==> config.mk <==
export PLATFORM = sky130hd
export DESIGN_NAME = decoder_feeder
export DESIGN_NICKNAME = d
export VERILOG_FILES = /design/src/rtl/decoder_pkg.sv /design/src/rtl/frame_fifo.sv /design/src/rtl/decoder_feeder.sv
export SDC_FILE = /design/constraint.sdc
export NUM_CORES = 1
export LEC_CHECK = 0
export CORE_MARGIN = 4
export CORE_UTILIZATION = 49
export CTS_CLUSTER_SIZE = 10
export DETAILED_ROUTE_END_ITERATION = 16
export GPL_ROUTABILITY_DRIVEN = 0
export PLACE_DENSITY = 0.74
export SLEW_MARGIN = 20
export SYNTH_ARGS = -nofsm -noshare
export SYNTH_HDL_FRONTEND = slang
export SYNTH_SLANG_ARGS = --single-unit
==> constraint.sdc <==
create_clock -name clk_p_i -period 6.14 [get_ports clk_p_i]
set_input_delay 1.842 -clock clk_p_i [delete_from_list [all_inputs] [get_ports clk_p_i]]
set_output_delay 1.842 -clock clk_p_i [all_outputs]
set_load 0.03 [all_outputs]
==> src/rtl/decoder_pkg.sv <==
// Shared defaults, state encoding and width helpers for the turbo Decoder
// feeder block.
package decoder_pkg;

  localparam int DEC_FRAME_W    = 84;
  localparam int DEC_BEAT_W     = 21;
  localparam int DEC_BEATS      = 4;
  localparam int DEC_OUT_W      = 5;
  localparam int DEC_FIFO_DEPTH = 2;
  localparam int DEC_TIMEOUT    = 1024;

  // Index width that never collapses to zero bits for a count of one.
  function automatic int idx_w(input int n);
    return (n > 1) ? $clog2(n) : 1;
  endfunction

  localparam int BEAT_IDX_W = idx_w(DEC_BEATS);

  typedef enum logic [1:0] {
    IDLE,
    SEND,
    WAIT,
    RESULT
  } feeder_state_t;

endpackage

==> src/rtl/frame_fifo.sv <==
// Small synchronous FIFO holding whole frames. Full is taken from the
// registered count, so a pop never frees a slot for a push in the same cycle.
module frame_fifo #(
  parameter int WIDTH = 84,
  parameter int DEPTH = 2,
  localparam int PTR_W = (DEPTH > 1) ? $clog2(DEPTH) : 1,
  localparam int CNT_W = $clog2(DEPTH + 1)
) (
  input  logic             clk_i,
  input  logic             reset_i,
  input  logic             push_i,
  input  logic [WIDTH-1:0] wdata_i,
  input  logic             pop_i,
  output logic [WIDTH-1:0] rdata_o,
  output logic             full_o,
  output logic             empty_o,
  output logic [CNT_W-1:0] count_o
);

  logic [WIDTH-1:0] mem_q [DEPTH];
  logic [PTR_W-1:0] wr_ptr_q;
  logic [PTR_W-1:0] rd_ptr_q;
  logic [CNT_W-1:0] count_q;
  logic [CNT_W-1:0] count_d;
  logic             push_ok;
  logic             pop_ok;

  assign full_o  = (count_q == CNT_W'(DEPTH));
  assign empty_o = (count_q == '0);
  assign count_o = count_q;
  assign push_ok = push_i && !full_o;
  assign pop_ok  = pop_i && !empty_o;
  assign rdata_o = mem_q[rd_ptr_q];

  always_comb begin
    count_d = count_q;
    if (push_ok && !pop_ok) begin
      count_d = count_q + CNT_W'(1);
    end else if (pop_ok && !push_ok) begin
      count_d = count_q - CNT_W'(1);
    end
  end

  always_ff @(posedge clk_i) begin
    if (reset_i) begin
      wr_ptr_q <= '0;
      rd_ptr_q <= '0;
      count_q  <= '0;
    end else begin
      if (push_ok) wr_ptr_q <= wr_ptr_q + PTR_W'(1);
      if (pop_ok)  rd_ptr_q <= rd_ptr_q + PTR_W'(1);
      count_q <= count_d;
    end
  end

  // Storage needs no reset: the pointers alone define what is valid.
  always_ff @(posedge clk_i) begin
    if (push_ok) mem_q[wr_ptr_q] <= wdata_i;
  end

endmodule

==> src/rtl/decoder_feeder.sv <==
// Buffers received frames, streams each one to the Decoder as start/data
// beats, waits for done (or a timeout) and hands the result downstream.
module decoder_feeder
  import decoder_pkg::*;
#(
  parameter int FRAME_W    = DEC_FRAME_W,
  parameter int BEAT_W     = DEC_BEAT_W,
  parameter int BEATS      = DEC_BEATS,
  parameter int OUT_W      = DEC_OUT_W,
  parameter int FIFO_DEPTH = DEC_FIFO_DEPTH,
  parameter int TIMEOUT    = DEC_TIMEOUT
) (
  input  logic               clk_p_i,
  input  logic               reset_p_i,
  input  logic               frame_valid_i,
  input  logic [FRAME_W-1:0] frame_data_i,
  output logic               frame_ready_o,
  output logic               dec_start_o,
  output logic [BEAT_W-1:0]  dec_data_o,
  input  logic               dec_done_i,
  input  logic [OUT_W-1:0]   dec_result_i,
  output logic               res_valid_o,
  output logic [OUT_W-1:0]   res_data_o,
  output logic               res_timeout_o,
  input  logic               res_ready_i,
  output logic               busy_o,
  output logic [15:0]        frame_cnt_o
);

  localparam int BI_W  = (BEATS == DEC_BEATS) ? BEAT_IDX_W : idx_w(BEATS);
  localparam int TO_W  = idx_w(TIMEOUT);
  localparam int CNT_W = $clog2(FIFO_DEPTH + 1);

  // Handshakes: a frame moves when frame_valid_i && frame_ready_o at a rising
  // edge; a result moves when res_valid_o && res_ready_i at a rising edge.
  // Neither valid may depend on its ready, and an offered result holds stable.

  feeder_state_t     state_q;
  logic [FRAME_W-1:0] shreg_q;
  logic [BI_W-1:0]    beat_q;
  logic [TO_W-1:0]    tcnt_q;
  logic               dec_start_q;
  logic [BEAT_W-1:0]  dec_data_q;
  logic               res_valid_q;
  logic [OUT_W-1:0]   res_data_q;
  logic               res_timeout_q;
  logic [15:0]        frame_cnt_q;

  logic [FRAME_W-1:0] fifo_rdata;
  logic               fifo_full;
  logic               fifo_empty;
  logic [CNT_W-1:0]   fifo_count;
  logic               fifo_pop_d;

  assign fifo_pop_d = (state_q == IDLE) && !fifo_empty;

  frame_fifo #(
    .WIDTH (FRAME_W),
    .DEPTH (FIFO_DEPTH)
  ) u_fifo (
    .clk_i   (clk_p_i),
    .reset_i (reset_p_i),
    .push_i  (frame_valid_i),
    .wdata_i (frame_data_i),
    .pop_i   (fifo_pop_d),
    .rdata_o (fifo_rdata),
    .full_o  (fifo_full),
    .empty_o (fifo_empty),
    .count_o (fifo_count)
  );

  always_ff @(posedge clk_p_i) begin
    if (reset_p_i) begin
      state_q       <= IDLE;
      shreg_q       <= '0;
      beat_q        <= '0;
      tcnt_q        <= '0;
      dec_start_q   <= 1'b0;
      dec_data_q    <= '0;
      res_valid_q   <= 1'b0;
      res_data_q    <= '0;
      res_timeout_q <= 1'b0;
      frame_cnt_q   <= '0;
    end else begin
      case (state_q)
        IDLE: begin
          if (!fifo_empty) begin
            shreg_q <= fifo_rdata;
            beat_q  <= '0;
            state_q <= SEND;
          end
        end
        SEND: begin
          dec_start_q <= 1'b1;
          dec_data_q  <= shreg_q[BEAT_W-1:0];
          shreg_q     <= shreg_q >> BEAT_W;
          beat_q      <= beat_q + BI_W'(1);
          if (beat_q == BI_W'(BEATS - 1)) begin
            tcnt_q  <= '0;
            state_q <= WAIT;
          end
        end
        WAIT: begin
          dec_start_q <= 1'b0;
          dec_data_q  <= '0;
          tcnt_q      <= tcnt_q + TO_W'(1);
          // A done arriving on the last allowed cycle still beats the timeout.
          if (dec_done_i) begin
            res_data_q    <= dec_result_i;
            res_timeout_q <= 1'b0;
            res_valid_q   <= 1'b1;
            state_q       <= RESULT;
          end else if (tcnt_q == TO_W'(TIMEOUT - 1)) begin
            res_data_q    <= '0;
            res_timeout_q <= 1'b1;
            res_valid_q   <= 1'b1;
            state_q       <= RESULT;
          end
        end
        RESULT: begin
          if (res_ready_i) begin
            res_valid_q <= 1'b0;
            frame_cnt_q <= frame_cnt_q + 16'd1;
            state_q     <= IDLE;
          end
        end
        default: state_q <= IDLE;
      endcase
    end
  end

  assign frame_ready_o = !fifo_full;
  assign dec_start_o   = dec_start_q;
  assign dec_data_o    = dec_data_q;
  assign res_valid_o   = res_valid_q;
  assign res_data_o    = res_data_q;
  assign res_timeout_o = res_timeout_q;
  assign frame_cnt_o   = frame_cnt_q;
  assign busy_o        = (state_q != IDLE) || (fifo_count != '0);

endmodule

==> impl_metrics.toml <==
[sta]
setup_viol = 0
hold_ws_ns = 0.453
worst_pin_slew_ns = 1.12
period_needed_ns = 4.26
maxSlewViolCount = 0
tns_ns = 0
finalClockSkew_ns = 0.0165
finalCritPeriodShare_pct = 69.4
max_clock_freq_mhz = 235
hold_viol = 0
slew_headroom_pct = 25.5
fin_ws_ns = 1.88
rsz0062_at_grt = "false"

[place]
portBuffers = 140
place_ws_ns = 2.15
dp_cells = 1493
hpwl_um = 16100

[yosys]
synthFlopType = "edfxtp_1"
synth_enable_flop_cells = 168
synth.ff_latch_count = 316
syn_inst = 1092
synthesis.area_um2 = 12300
netlist-cell-type-count = 45
synth_area_per_cell_um2 = 11.3
seq_area_frac_synth_pct = 65.1
synth-async-reset-ratio_pct = 0
synth_nets = 1195
synth.yosys.warnings = 0

[clocking]
cts_buffers = 37
cts_hold_buf = 0
clkLatencyLatePin_ns = 0.52
cts_resized = 0
clock_tree.root_cell = "clkbuf_16"
clkSinkCount = 316
cts_tree = "built"
cts_max_path_buffers = 3
postCtsSetupRepairBufs = 0
clk_pin_slew_worst_paths_ns = 0.05
htree_levels = 2

[global_routing]
grt_pass1_vias = 8015
gr-total-overflow = 0
grt_max_degree = 112
track_usage_pct = 18.2
grt_pass1_wl_um = 41400
grt_antenna_before_repair = 0

[layout]
nets = 1311
drive_above_1_share_pct = 5.04
final_common_cell = "nand2_1"
most-common-layout-cells = "nand2_1, edfxtp_1, dfxtp_1"
diodes = 0
syn_to_final_growth_pct = 21.3
fin_cells = 1554

[job]
drv_cap = 0

[critical_path]
path_buf_inv = 2
cp-start-kind = "register"
critPathMaxStageDelay_ns = 0.67
crit_required_ns = 4.30
crit_fanout = 7
cp_cell_sequence = "inv_1 -> ha_1 -> or3b_1 -> clkdlybuf4s50_1"
r2r_setup_slack_ns = 3.47
cp-end-kind = "output pin"
crit_arrival_ns = 2.42
critPathKind = "register to output pin"
critPathTopFamily = "buffers and inverters"
slowest_stage = "clkdlybuf4s50_1"

[pwr]
finalPower_mw = 6.68
powerDensity_nw_per_um2 = 448
leakagePower_nw = 4.96
ir_worst_vdd_uv = 380

[die]
die_w_um = 166
die_y_um = 166
initial_utilization_pct = 50.1
design.portCount = 141
rows = 57
dieArea_um2 = 27700
core_um2 = 24500

[drt]
via_per_inst = 5.26
routed_wl_um = 25700
route.vias.total = 8175
first_pass_iters = 5
drt_iter0_drc = 722
wl_per_cell_um = 16.6
antenna_left = 0
remaining_drc_errors = 0

[min_path]
min-delay-path-class = "register to register"

[run_status]
status = "complete, no violations"
## per-stage QoR
step                utilization (%)  area [um^2]
floorplan                         -        12300
global placement               56.5        13900
detailed placement             56.5        13900
CTS                            60.8        14900
global route                   60.8        14900
finish                         60.8        14900
## registers in the layout, indices dropped and copies added, names as in the netlist, named ones only
name             flops
beat_q               2
dec_data_o          21
dec_start_o          1
frame_cnt_o         16
res_data_o           5
res_timeout_o        1
res_valid_o          1
shreg_q             84
state_q              2
tcnt_q              10
u_fifo.count_o       2
u_fifo.mem_q       168
u_fifo.rd_ptr_q      1
u_fifo.wr_ptr_q      1
## cells in the mapped netlist (14+ instances only)
master    count  area, um^2
a21oi_1     127         636
buf_2        15        75.1
clkbuf_1     43         161
dfxtp_1     148        2960
edfxtp_1    168        5040
mux2i_1      86         861
nand2_1     229         860
nand2b_1     25         156
nand3_1      31         155
nor2_1       23        86.3
o21ai_0      77         385
or3_1        24         150
xor2_1       14         123
## cell type report
type | instances | area, um^2
multi-input cells | 698 | 3970
fillers | 2011 | 9610
repair buffers | 149 | 1470
clock inverters | 1 | 16.3
flip-flops and latches | 316 | 8010
well taps | 324 | 405
clock buffers | 60 | 1030
inverters | 6 | 22.5
## report_power, final
part	internal, mW	switching, mW	total [mW]
Clock	1.14	0.775	1.92
Combinational	0.620	1.09	1.71
Sequential	2.78	0.278	3.06
Total	4.54	2.14	6.68
## tightest hold or removal path, delay by kind of cell (launching register included)
| family | cells | cell delay [ns] |
|---|---|---|
| DFF | 1 | 0.30 |
| and+or+nand+nor | 1 | 0.05 |
| AOI/OAI and AO/OA | 1 | 0.05 |
## final timing paths
check	from	to	cells after the start
max	state_q[1]$_SDFFE_PP0P_	busy_o	4
min	shreg_q[69]$_SDFFE_PP0P_	shreg_q[69]$_SDFFE_PP0P_	2
max reg2reg	state_q[1]$_SDFFE_PP0P_	shreg_q[63]$_SDFFE_PP0P_	7
min reg2reg	shreg_q[69]$_SDFFE_PP0P_	shreg_q[69]$_SDFFE_PP0P_	2
## metal layers
layer | vias to the layer above | GRT usage (%) | wire, um
li1 | 4079 | - | -
met1 | 3856 | 24.4 | 11500
met2 | 203 | 30.7 | 12600
met3 | 37 | 3.26 | 1270
met4 | 0 | 4.84 | 451
met5 | - | 0 | 0
## kinds of logic after synthesis
| kind of cell | share of synthesized area (%) |
|---|---|
| DFF | 65.1 |
| and+or+nand+nor | 13.5 |
| adders and majority gates | 0.916 |
| AOI/OAI and AO/OA | 9.25 |
| muxes | 7.09 |
| buffers and inverters | 2.84 |
| xor gates and xnor gates | 1.28 |
(Power assumes the default switching activity.)
